## src/rtl/mastermind_pkg.sv

```systemverilog
// Shared definitions for the Mastermind timer and score display blocks.
package mastermind_pkg;

    typedef enum logic [1:0] {
        ST_IDLE    = 2'd0,
        ST_RUN     = 2'd1,
        ST_PAUSED  = 2'd2,
        ST_EXPIRED = 2'd3
    } timer_state_e;

    localparam int LIMIT_SEC_DEFAULT = 30;
    localparam int BCD_W             = 4;

endpackage

```

## src/rtl/bin2bcd_2digit.sv

```systemverilog
// Combinational binary (0..99) to two BCD digits, shared with the score display.
module bin2bcd_2digit
    import mastermind_pkg::*;
#(
    parameter int BIN_W = 7
) (
    input  logic [BIN_W-1:0] bin,
    output logic [BCD_W-1:0] tens,
    output logic [BCD_W-1:0] ones
);

    logic [BIN_W-1:0] clamped;

    // Out-of-range inputs saturate to 99 so the display never shows a non-decimal digit.
    always_comb begin
        clamped = (bin > BIN_W'(99)) ? BIN_W'(99) : bin;
        tens    = BCD_W'(clamped / BIN_W'(10));
        ones    = BCD_W'(clamped % BIN_W'(10));
    end

endmodule

```

## src/rtl/mastermind_guess_timer.sv

```systemverilog
// Per-guess countdown: prescales divider ticks into seconds, counts down and flags expiry.
module mastermind_guess_timer
    import mastermind_pkg::*;
#(
    parameter int TICKS_PER_SEC = 4,
    parameter int TICK_W        = 8,
    parameter int LIMIT_SEC     = LIMIT_SEC_DEFAULT,
    parameter int SEC_W         = 7
) (
    input  logic             clock,
    input  logic             reset_n,
    input  logic             tick,
    input  logic             start,
    input  logic             pause,
    input  logic             stop,
    output logic [SEC_W-1:0] seconds_left,
    output logic [BCD_W-1:0] bcd_tens,
    output logic [BCD_W-1:0] bcd_ones,
    output logic             running,
    output logic             expired,
    output logic             expire_pulse
);

    localparam logic [TICK_W-1:0] TICK_LAST = TICK_W'(TICKS_PER_SEC - 1);
    localparam logic [SEC_W-1:0]  SEC_LOAD  = SEC_W'(LIMIT_SEC);

    timer_state_e      state_q, state_d;
    logic [TICK_W-1:0] tick_cnt_q, tick_cnt_d;
    logic [SEC_W-1:0]  sec_q, sec_d;
    logic [BCD_W-1:0]  tens_q, tens_d, ones_q, ones_d;
    logic              running_q, expired_q;
    logic              expire_pulse_q, expire_pulse_d;

    // Start wins over everything but reset and reloads from any state.
    always_comb begin
        state_d        = state_q;
        tick_cnt_d     = tick_cnt_q;
        sec_d          = sec_q;
        expire_pulse_d = 1'b0;
        if (start) begin
            state_d    = ST_RUN;
            sec_d      = SEC_LOAD;
            tick_cnt_d = '0;
        end else begin
            case (state_q)
                ST_IDLE: begin
                    state_d = ST_IDLE;
                end
                ST_RUN: begin
                    if (stop) begin
                        state_d = ST_IDLE;
                    end else if (pause) begin
                        state_d = ST_PAUSED;
                    end else if (tick) begin
                        if (tick_cnt_q == TICK_LAST) begin
                            tick_cnt_d = '0;
                            // Guarding with <= keeps the counter from ever wrapping below zero.
                            if (sec_q <= SEC_W'(1)) begin
                                sec_d          = '0;
                                state_d        = ST_EXPIRED;
                                expire_pulse_d = 1'b1;
                            end else begin
                                sec_d = sec_q - SEC_W'(1);
                            end
                        end else begin
                            tick_cnt_d = tick_cnt_q + TICK_W'(1);
                        end
                    end
                end
                ST_PAUSED: begin
                    if (stop) begin
                        state_d = ST_IDLE;
                    end else if (!pause) begin
                        state_d = ST_RUN;
                    end
                end
                ST_EXPIRED: begin
                    if (stop) begin
                        state_d = ST_IDLE;
                    end
                end
                default: begin
                    state_d = ST_IDLE;
                end
            endcase
        end
    end

    bin2bcd_2digit #(
        .BIN_W(SEC_W)
    ) u_bcd (
        .bin (sec_d),
        .tens(tens_d),
        .ones(ones_d)
    );

    always_ff @(posedge clock) begin
        if (!reset_n) begin
            state_q        <= ST_IDLE;
            tick_cnt_q     <= '0;
            sec_q          <= '0;
            tens_q         <= '0;
            ones_q         <= '0;
            running_q      <= 1'b0;
            expired_q      <= 1'b0;
            expire_pulse_q <= 1'b0;
        end else begin
            state_q        <= state_d;
            tick_cnt_q     <= tick_cnt_d;
            sec_q          <= sec_d;
            tens_q         <= tens_d;
            ones_q         <= ones_d;
            running_q      <= (state_d == ST_RUN);
            expired_q      <= (state_d == ST_EXPIRED);
            expire_pulse_q <= expire_pulse_d;
        end
    end

    assign seconds_left = sec_q;
    assign bcd_tens     = tens_q;
    assign bcd_ones     = ones_q;
    assign running      = running_q;
    assign expired      = expired_q;
    assign expire_pulse = expire_pulse_q;

endmodule

```

## config.mk

```make
export PLATFORM = sky130hd
export DESIGN_NAME = mastermind_guess_timer
export DESIGN_NICKNAME = d
export VERILOG_FILES = /design/src/rtl/mastermind_pkg.sv /design/src/rtl/bin2bcd_2digit.sv /design/src/rtl/mastermind_guess_timer.sv
export SDC_FILE = /design/constraint.sdc
export NUM_CORES = 1
export LEC_CHECK = 0
export ABC_CLOCK_PERIOD_IN_PS = 6100
export BUFFER_PORTS_ARGS = -buffer_cell sky130_fd_sc_hd__buf_2
export CAP_MARGIN = 0
export CORE_ASPECT_RATIO = 1.5
export CORE_MARGIN = 5
export CORE_UTILIZATION = 50
export DETAILED_ROUTE_END_ITERATION = 10
export PLACE_DENSITY = 0.74
export SLEW_MARGIN = 20
export SYNTH_ARGS = -nofsm -noshare
export SYNTH_HDL_FRONTEND = slang
export SYNTH_SLANG_ARGS = --single-unit
export TNS_END_PERCENT = 1
```

## constraint.sdc

```tcl
create_clock -name clock -period 6.1 [get_ports clock]
set_clock_uncertainty 0.15 [all_clocks]
set_input_delay 0.915 -clock clock [delete_from_list [all_inputs] [get_ports clock]]
set_output_delay 0.915 -clock clock [all_outputs]
set_load 0.05 [all_outputs]
```

Word level (Yosys, flattened, before mapping)
Index checks and enable logic that the tools add are counted.
Word-level totals
  register bits: 28
  bits in latches: 0
  memory bits (writable): 0
  bits in read-only memories: 0
  input port bits: 6
  output and inout port bits: 18
  memories: 0
Cells by class
  add/subtract/negate cells: 2
  multipliers: 0
  div/mod/pow operators: 2
  magnitude comparators: 2
  equal/unequal tests: 6
  shift operators: 0
  muxes and demuxes: 20
  bitwise gates (word level): 6
  reductions and logical operators: 4
Operators by type and width (count)
  two-way mux 7 bit: 8
  two-way mux 2 bit: 9
  adder 8 x 1 -> 8 bit (second input constant): 1
  equality test 8 x 2 -> 1 bit (second input constant): 1
  two-way mux 8 bit: 1
  case mux 2 bit (4 select lines): 1
  divider 7 x 4 -> 7 bit (second input constant): 1
  > comparator 7 bit (second input constant): 1
  less-or-equal comparator 7 x 1 -> 1 bit (second input constant): 1
  modulo 7 x 4 -> 7 bit (second input constant): 1
  OR reduction 7 bit: 1
  subtractor 7 x 1 -> 7 bit (second input constant): 1
  equality test 2 bit (second input constant): 3
  inverter 1 bit: 6
  equality test 2 x 1 -> 1 bit (second input constant): 2
  AND reduction 4 bit: 1
  zero test 2 bit: 1
  OR reduction 2 bit: 1
  two-way mux 1 bit: 1

Depth between registers and ports, before layout
Gate-level depths: netlist (run 1).
  depth in word-level cells: 11
  depth in mapped cells: 24

By module
From an unflattened synthesis (run 1), not the netlist that was laid out.
Unflattened totals
  cells, all modules: 237
  area total of the unflattened synthesis: 1963.1 um^2
By module, submodules not included
  mastermind_guess_timer: instances 1, cells an instance 146, area an instance 1316.3 um^2, seq. area each 560.5 um^2
  bin2bcd_2digit: instances 1, cells an instance 91, area an instance 646.9 um^2, seq. area each 0.0 um^2

Worst setup path after synthesis (run 1)
Ideal clock, no wire load.
  path kind: input-to-reg
  start: input pause
  end: register tens_q[0], in the netlist bcd_tens[0]
  setup time: 115 ps
  arrival: 5590 ps
  required time: 5835 ps
  setup slack: 245 ps
  stages: 22
  buffers on the path: 1
  path through: or3b_2 > or4_4 > buf_6 > nor4_4 > nor2_2 > o21ai_4 > inv_1 > ha_1 > nor3_2 > nor2_1 > xnor2_2 > inv_2 > ha_1 > or3_4 > o211a_1 > o31ai_1 > and2_1 > ha_1 > inv_1 > a41oi_1 > o21bai_2 > and2_1
Between the ends
  word-level cells in the longest chain between the ends: 7
RTL lines
  from (decl): line mastermind_guess_timer.sv:14  | input logic pause,
  two-way mux 7 bit (*): line mastermind_guess_timer.sv:52  | end else if (pause) begin
  two-way mux 7 bit (*): line mastermind_guess_timer.sv:50  | if (stop) begin
  two-way mux 7 bit (*): line mastermind_guess_timer.sv:45  | case (state_q)
  two-way mux 7 bit (*): line mastermind_guess_timer.sv:40  | if (start) begin
  > comparator 7 bit: line bin2bcd_2digit.sv:16  | clamped = (bin > BIN_W'(99)) ? BIN_W'(99) : bin;
  two-way mux 7 bit (*): line bin2bcd_2digit.sv:16
  divider 7 x 4 -> 7 bit (*): line bin2bcd_2digit.sv:17  | tens = BCD_W'(clamped / BIN_W'(10));
  to (signal assigned): line mastermind_guess_timer.sv:111  | tens_q <= tens_d;
  to (decl): line mastermind_guess_timer.sv:30  | logic [BCD_W-1:0] tens_q, tens_d, ones_q, ones_d;
Mark *: on every way between the ends. The rest lies on a longest branch, timed or not.
A chain may end at the register's enable or synchronous reset.

Worst setup path after layout (run 1)
Same ends and word-level chain as after synthesis.

==> results.toml, run 1 <==
[run_status]
outcome = "complete, no violations"

[clocking]
clockBufferDepth = 2
worstSkewPairLatency_ps = 270
cts.clk_slew.worst_paths_ps = 100
h-tree-depth = 1
cts_sinks = 28
cts_setup_buffers = 0
root_buffer = "clkbuf_8"
cts_tree = "yes"
cts_hold_buf = 0
numCtsBuffers = 3

[power_and_ir_drop]
internal-power_mw = 0.307
p_switching_mw = 0.126
total_power_mw = 0.433
leakagePower_nw = 0.940
swShare = 0.291
p_clk_frac = 0.336
power.density_nw_per_um2 = 191
p_seq_frac = 0.447
comb_power_share = 0.218
peakVddDrop_mv = 0.172

[drt]
dr.first_iter.drc_count = 82
route.vias.total = 1836
wl_per_cell_um = 15.3
first_pass_iters = 5
drtAntennaViolNets = 0
drc = 0
routed_via_density = 5.96
wl_mm = 4.72

[final_layout]
area_delta_synth_final_pct = 12.6
finalNonFillerCells = 308
n_fill_cell = 373
diodes = 0
layout.nets = 276
multiInputGateArea_um2 = 1380
layout.area.seq_um2 = 561
layout-drive-gt1-share = 0.236

[setup_path]
reg2reg_setup_slack_ps = 450
crit_fanout = 9
startpoint_type = "input port"
regToRegStartpoint = "tick_cnt_q[0]$_SDFFE_PP0P_"
path_class = "in -> reg"
crit_arrival_ps = 5710
crit_required_ps = 6130
rr_endpoint = "bcd_tens[0]$_SDFF_PN0_"
worstPathCellList = "buf_2, or3b_2, or4_4, nor4_4, nor2_2, o21ai_4, inv_1, ha_1, nor3_2, nor2_1, xnor2_2, inv_2, ha_1, or3_4, o211a_1, o31ai_1, and2_1, ha_1, inv_1, a41oi_1, o21bai_2, and2_1"
end_kind = "register"
startpoint = "pause"
critPathMostFrequentCell = "ha_1"
slowest_delay_ps = 540
rr_worst_depth = 22
crit_slowest_cell = "or3b_2"

[place]
dpl_worst_slack_ps = 121
dp_cells = 304
place_hpwl_mm = 3.76
gp_congestion = 0.929
port_buffers = 23

[sta]
worst_pin_slew_ps = 685
setup_tns_ps = 0
relSlewSlack = 0.540
holdWs_ps = 393
post-route-period-util = 0.931
fin_ws_ps = 418
slew_violations = 0
finalCriticalPeriod_ps = 5680
rsz0062_at_grt = "no"
max_freq_mhz = 176
hold_viol = 0
setup_violations = 0

[synth]
ys_async_sr_fraction = 0
synth_top_cell_by_area = "dfxtp_1"
avgSynthCellArea_um2 = 8.52
synth_top_area_frac = 0.278
synth_nets = 249
synth_area_leaders = "dfxtp_1 (28%), nor2_1 (6.1%), ha_1 (3.7%), nor4_4 (3.2%), mux2i_1 (3.0%)"
ys_seq_elements = 28
netlist_instances = 237
synth_enable_flop_cells = 0
netlist_area_um2 = 2020
ys_seq_area_frac = 0.278
ys_warn_count = 0
yosys_most_used_dff = "dfxtp_1"
synth.distinct_cells = 69

[global_routing]
overflow = 0
grt_usage = 0.189
first_global_vias = 1866
antenna_found_initial = 0
grt_max_degree = 20
grt_first_pass_wirelength_mm = 8.11

[floorplan]
dieArea_um2 = 5440
rows = 28
fp.dieH_um = 87.8
core-area_um2 = 3920
ioPinCount = 24
start_util = 0.515
die_x_um = 61.9

[worst_hold_path]
holdPathStages = 2
min_from = "tick_cnt_q[1]$_SDFFE_PP0P_"
holdPathEnd = "tick_cnt_q[1]$_SDFFE_PP0P_"
hold_class = "reg -> reg"

[run]
drv_cap = 0
==> cell families (layout without fill, tap and decap cells) <==
family | Yosys count | in the layout | share of synthesized area
AND/OR/NAND/NOR | 114 | 114 | 0.340
AO/OA/AOI/OAI | 53 | 53 | 0.226
flip-flops | 28 | 28 | 0.278
buffers and inverters | 20 | 46 | 0.0415
XOR/XNOR | 9 | 9 | 0.0428
multiplexers | 7 | 7 | 0.0353
adder cells (fa/ha/maj) | 6 | 6 | 0.0372
==> cell usage in the layout (no fill, tap or decap), drive strengths merged, types with 3 or more instances in the layout <==
cell / instances
nor2: 35
dfxtp: 28
buf: 28
inv: 14
nand2: 11
nor3: 10
a21oi: 9
nor4: 9
nand2b: 8
and2: 8
o31ai: 7
mux2i: 6
xor2: 6
ha: 6
or3: 6
o21ai: 6
nand3: 5
a211oi: 5
nand4: 4
and3: 3
nand3b: 3
clkbuf: 3
or2: 3
xnor2: 3
==> synth_stat cells (2+ instances only) <==
cell / count
clkbuf_1: 4
o31ai_2: 2
nor3b_1: 2
nand4_1: 4
nand2_1: 11
a211oi_1: 3
o31ai_1: 4
a21boi_0: 2
nor2_2: 2
xor2_1: 6
nand2b_1: 8
inv_1: 13
nor4_1: 4
nand3b_1: 3
nor3_2: 2
nor4_2: 2
and3_1: 3
nand3_1: 5
a211oi_2: 2
nor4_4: 3
nor2_1: 33
or2_2: 2
or3_1: 5
dfxtp_1: 28
a21oi_1: 9
ha_1: 6
o211a_1: 2
a21o_1: 2
nor3_1: 8
mux2i_1: 6
xnor2_1: 2
o221ai_2: 2
o21ai_0: 4
and2_1: 8
==> through the flow <==
step / util / instance area (um^2)
after detailed placement: 0.560 / 2200
after global routing: 0.579 / 2270
after global placement: 0.560 / 2200
after CTS: 0.578 / 2270
after floorplan: - / 2020
final: 0.579 / 2270
==> power groups by stage <==
| stage | Combinational [mW] | Clock, mW | Sequential, mW |
|---|---|---|---|
| finish | 0.0944 | 0.145 | 0.194 |
| global route | 0.103 | 0.157 | 0.195 |
| CTS | 0.0939 | 0.148 | 0.194 |
| detailed placement | 0.0934 | 0 | 0.198 |
| global placement | 0.0926 | 0 | 0.198 |
| floorplan | 0.0542 | 0 | 0.217 |
==> worst max-delay path: cells and delay by family <==
family	cells	cell delay (ps)
compound gates	5	990
xor+xnor	1	170
fa+ha+maj	3	650
buf+inv	4	340
simple gates	9	2640
==> state kept, by name (all words and copies together) (netlist names) <==
name / flops
tick_cnt_q: 8
seconds_left: 7
bcd_ones: 4
bcd_tens: 4
state_q: 2
expire_pulse: 1
expired: 1
running: 1
==> cell type report <==
| class | count | area share |
|---|---|---|
| Clock inverter | 1 | 0.0132 |
| Clock buffer | 3 | 0.0182 |
| Sequential cell | 28 | 0.247 |
| Multi-Input combinational cell | 189 | 0.607 |
| Timing Repair Buffer | 28 | 0.0671 |
| Tap cell | 45 | 0.0248 |
| Inverter | 14 | 0.0231 |
==> worst max-delay path by stage <==
stage	slack (ps)	endpoint	cells past startpoint
after floorplan	250	bcd_tens[0]$_SDFF_PN0_	22
after global placement	200	bcd_tens[0]$_SDFF_PN0_	23
after detailed placement	120	bcd_tens[0]$_SDFF_PN0_	23
after CTS	360	bcd_tens[0]$_SDFF_PN0_	23
after global routing	80	bcd_tens[0]$_SDFF_PN0_	22
final	420	bcd_tens[0]$_SDFF_PN0_	22
==> routing by layer <==
layer	wire (um)	GRT usage
met5	0	0
met4	142	0.0849
met3	116	0.0147
met2	2500	0.343
met1	1970	0.214
==> timing repair <==
item	4_1_cts	5_1_grt
endpoints found under the setup margin	0	1
hold endpoints to repair	0	0
gates resized for setup	0	1
Power figures use the tool's default switching activity.
==> run 2, diff against run 1 <==
--- a/config.mk
+++ b/config.mk
@@ -5,14 +5,14 @@
 export SDC_FILE = /design/constraint.sdc
 export NUM_CORES = 1
 export LEC_CHECK = 0
-export ABC_CLOCK_PERIOD_IN_PS = 6100
+export ABC_CLOCK_PERIOD_IN_PS = 7200
 export BUFFER_PORTS_ARGS = -buffer_cell sky130_fd_sc_hd__buf_2
 export CAP_MARGIN = 0
 export CORE_ASPECT_RATIO = 1.5
 export CORE_MARGIN = 5
 export CORE_UTILIZATION = 50
 export DETAILED_ROUTE_END_ITERATION = 10
-export PLACE_DENSITY = 0.74
+export PLACE_DENSITY = 0.71
 export SLEW_MARGIN = 20
 export SYNTH_ARGS = -nofsm -noshare
 export SYNTH_HDL_FRONTEND = slang
==> constraint.sdc (replaced) <==
create_clock -name clock -period 7.2 [get_ports clock]
set_clock_uncertainty 0.15 [all_clocks]
set_input_delay 1.08 -clock clock [delete_from_list [all_inputs] [get_ports clock]]
set_output_delay 1.08 -clock clock [all_outputs]
set_load 0.05 [all_outputs]
==> results.toml, run 2 (synthesis results as in run 1) <==
[drt]
wl_per_cell_um = 15.5
first_pass_iters = 8
dr.first_iter.drc_count = 63
wl_mm = 4.70
drtAntennaViolNets = 0
drc = 0
routed_via_density = 5.92
route.vias.total = 1801

[final_layout]
layout_commonest_cell = "nor2_1"
mostFrequentLayoutCells = "nor2_1 (33), dfxtp_1 (28), buf_2 (23)"
layout.area.seq_um2 = 561
largest_reg_flops = 8
n_fill_cell = 373
utilization = 0.570
regMostFlops = "tick_cnt_q"
layout.nets = 272
multiInputGateArea_um2 = 1380
layout-drive-gt1-share = 0.220
diodes = 0
fin_area_um2 = 2240
area_delta_synth_final_pct = 10.8

[sta]
finalCriticalPeriod_ps = 6260
hold_viol = 0
setup_violations = 0
rsz0062_at_grt = "no"
worst_pin_slew_ps = 719
post-route-period-util = 0.869
slew_violations = 0
holdWs_ps = 384
setup_tns_ps = 0
relSlewSlack = 0.517
max_freq_mhz = 160
fin_ws_ps = 944

[setup_path]
crit_slowest_cell = "or4_4"
worstPathCellList = "buf_2, or3b_2, or4_4, nor4_4, nor2_2, o21ai_4, inv_1, ha_1, nor3_2, nor2_1, xnor2_2, inv_2, ha_1, or3_4, o211a_1, o31ai_1, and2_1, ha_1, inv_1, a41oi_1, o21bai_2, and2_1"
crit_required_ps = 7230
startpoint_type = "input port"
slowest_delay_ps = 550
crit_fanout = 9
critPathMostFrequentCell = "ha_1"
path_class = "in -> reg"
crit_arrival_ps = 6280
end_kind = "register"

[clocking]
root_buffer = "clkbuf_8"
cts_sinks = 28
numCtsBuffers = 3
cts_tree = "yes"
worstSkewPairLatency_ps = 280
h-tree-depth = 1
cts.clk_slew.worst_paths_ps = 100
cts_hold_buf = 0
clockBufferDepth = 2
cts_setup_buffers = 0
cts_resized = 0

[floorplan]
core-area_um2 = 3920
dieArea_um2 = 5440
rows = 28
start_util = 0.515
ioPinCount = 24
die_x_um = 61.9
fp.dieH_um = 87.8

[global_routing]
overflow = 0
grtUsageMet1 = 0.218
grt.busiest_layer = "met2"
antenna_found_initial = 0
grt_usage = 0.195
use_met3 = 0.0236
first_global_vias = 1842
grt_first_pass_wirelength_mm = 8.22
grt_max_degree = 20
grt_use_met2 = 0.359

[power_and_ir_drop]
leakagePower_nw = 0.920
peakVddDrop_mv = 0.141
power.density_nw_per_um2 = 163

[run_status]
outcome = "complete, no violations"

[place]
placed_cell_area_um2 = 2170
dpl_worst_slack_ps = 684
port_buffers = 23
gp_congestion = 0.889
place_hpwl_mm = 3.75

[run]
drv_cap = 0

[worst_hold_path]
hold_class = "reg -> reg"
[run 2: metal layers]
layer	wire length, um	up-vias	part of all wire
met3	149	6	0.032
met5	0	-	0
li1	-	915	-
met2	2600	40	0.55
met4	82	0	0.017
met1	1870	840	0.40
[run 2: final timing paths]
path | slack, ps | to | cells after the start | start
worst max-delay path | 940 | bcd_tens[0]$_SDFF_PN0_ | 22 | pause
worst min-delay path | 380 | tick_cnt_q[1]$_SDFFE_PP0P_ | 2 | tick_cnt_q[1]$_SDFFE_PP0P_
worst max register to register | 1130 | bcd_tens[0]$_SDFF_PN0_ | 22 | tick_cnt_q[0]$_SDFFE_PP0P_
worst min register to register | 380 | tick_cnt_q[1]$_SDFFE_PP0P_ | 2 | tick_cnt_q[1]$_SDFFE_PP0P_
[run 2: critical path: cells and delay by family]
family | cells | cell delay (ps)
AO/OA/AOI/OAI | 5 | 1000
XOR/XNOR | 1 | 420
adder cells (fa/ha/maj) | 3 | 670
buffers and inverters | 4 | 380
AND/OR/NAND/NOR | 9 | 2720
[run 2: area by class of cell]
class | count | share of cell area
tap | 45 | 0.0252
sequential | 28 | 0.250
timing repair buffer | 24 | 0.0548
clock inverter | 1 | 0.0134
inverter | 14 | 0.0235
clock buffer | 3 | 0.0184
multi-input combinational | 189 | 0.614
[run 2: power by group]
| group | leakage (nW) | internal [mW] | switching [mW] | total, mW |
|---|---|---|---|---|
| clock | 0.0357 | 0.0744 | 0.0488 | 0.123 |
| sequential | 0.229 | 0.160 | 0.00409 | 0.164 |
| combinational | 0.656 | 0.0249 | 0.0530 | 0.0778 |
| total | 0.920 | 0.259 | 0.106 | 0.365 |
[run 2: stage by stage]
stage	power [mW]	std cells
floorplan	0.229	237
global placement	0.245	300
detailed placement	0.246	300
CTS	0.368	304
global route	0.385	304
finish	0.365	304
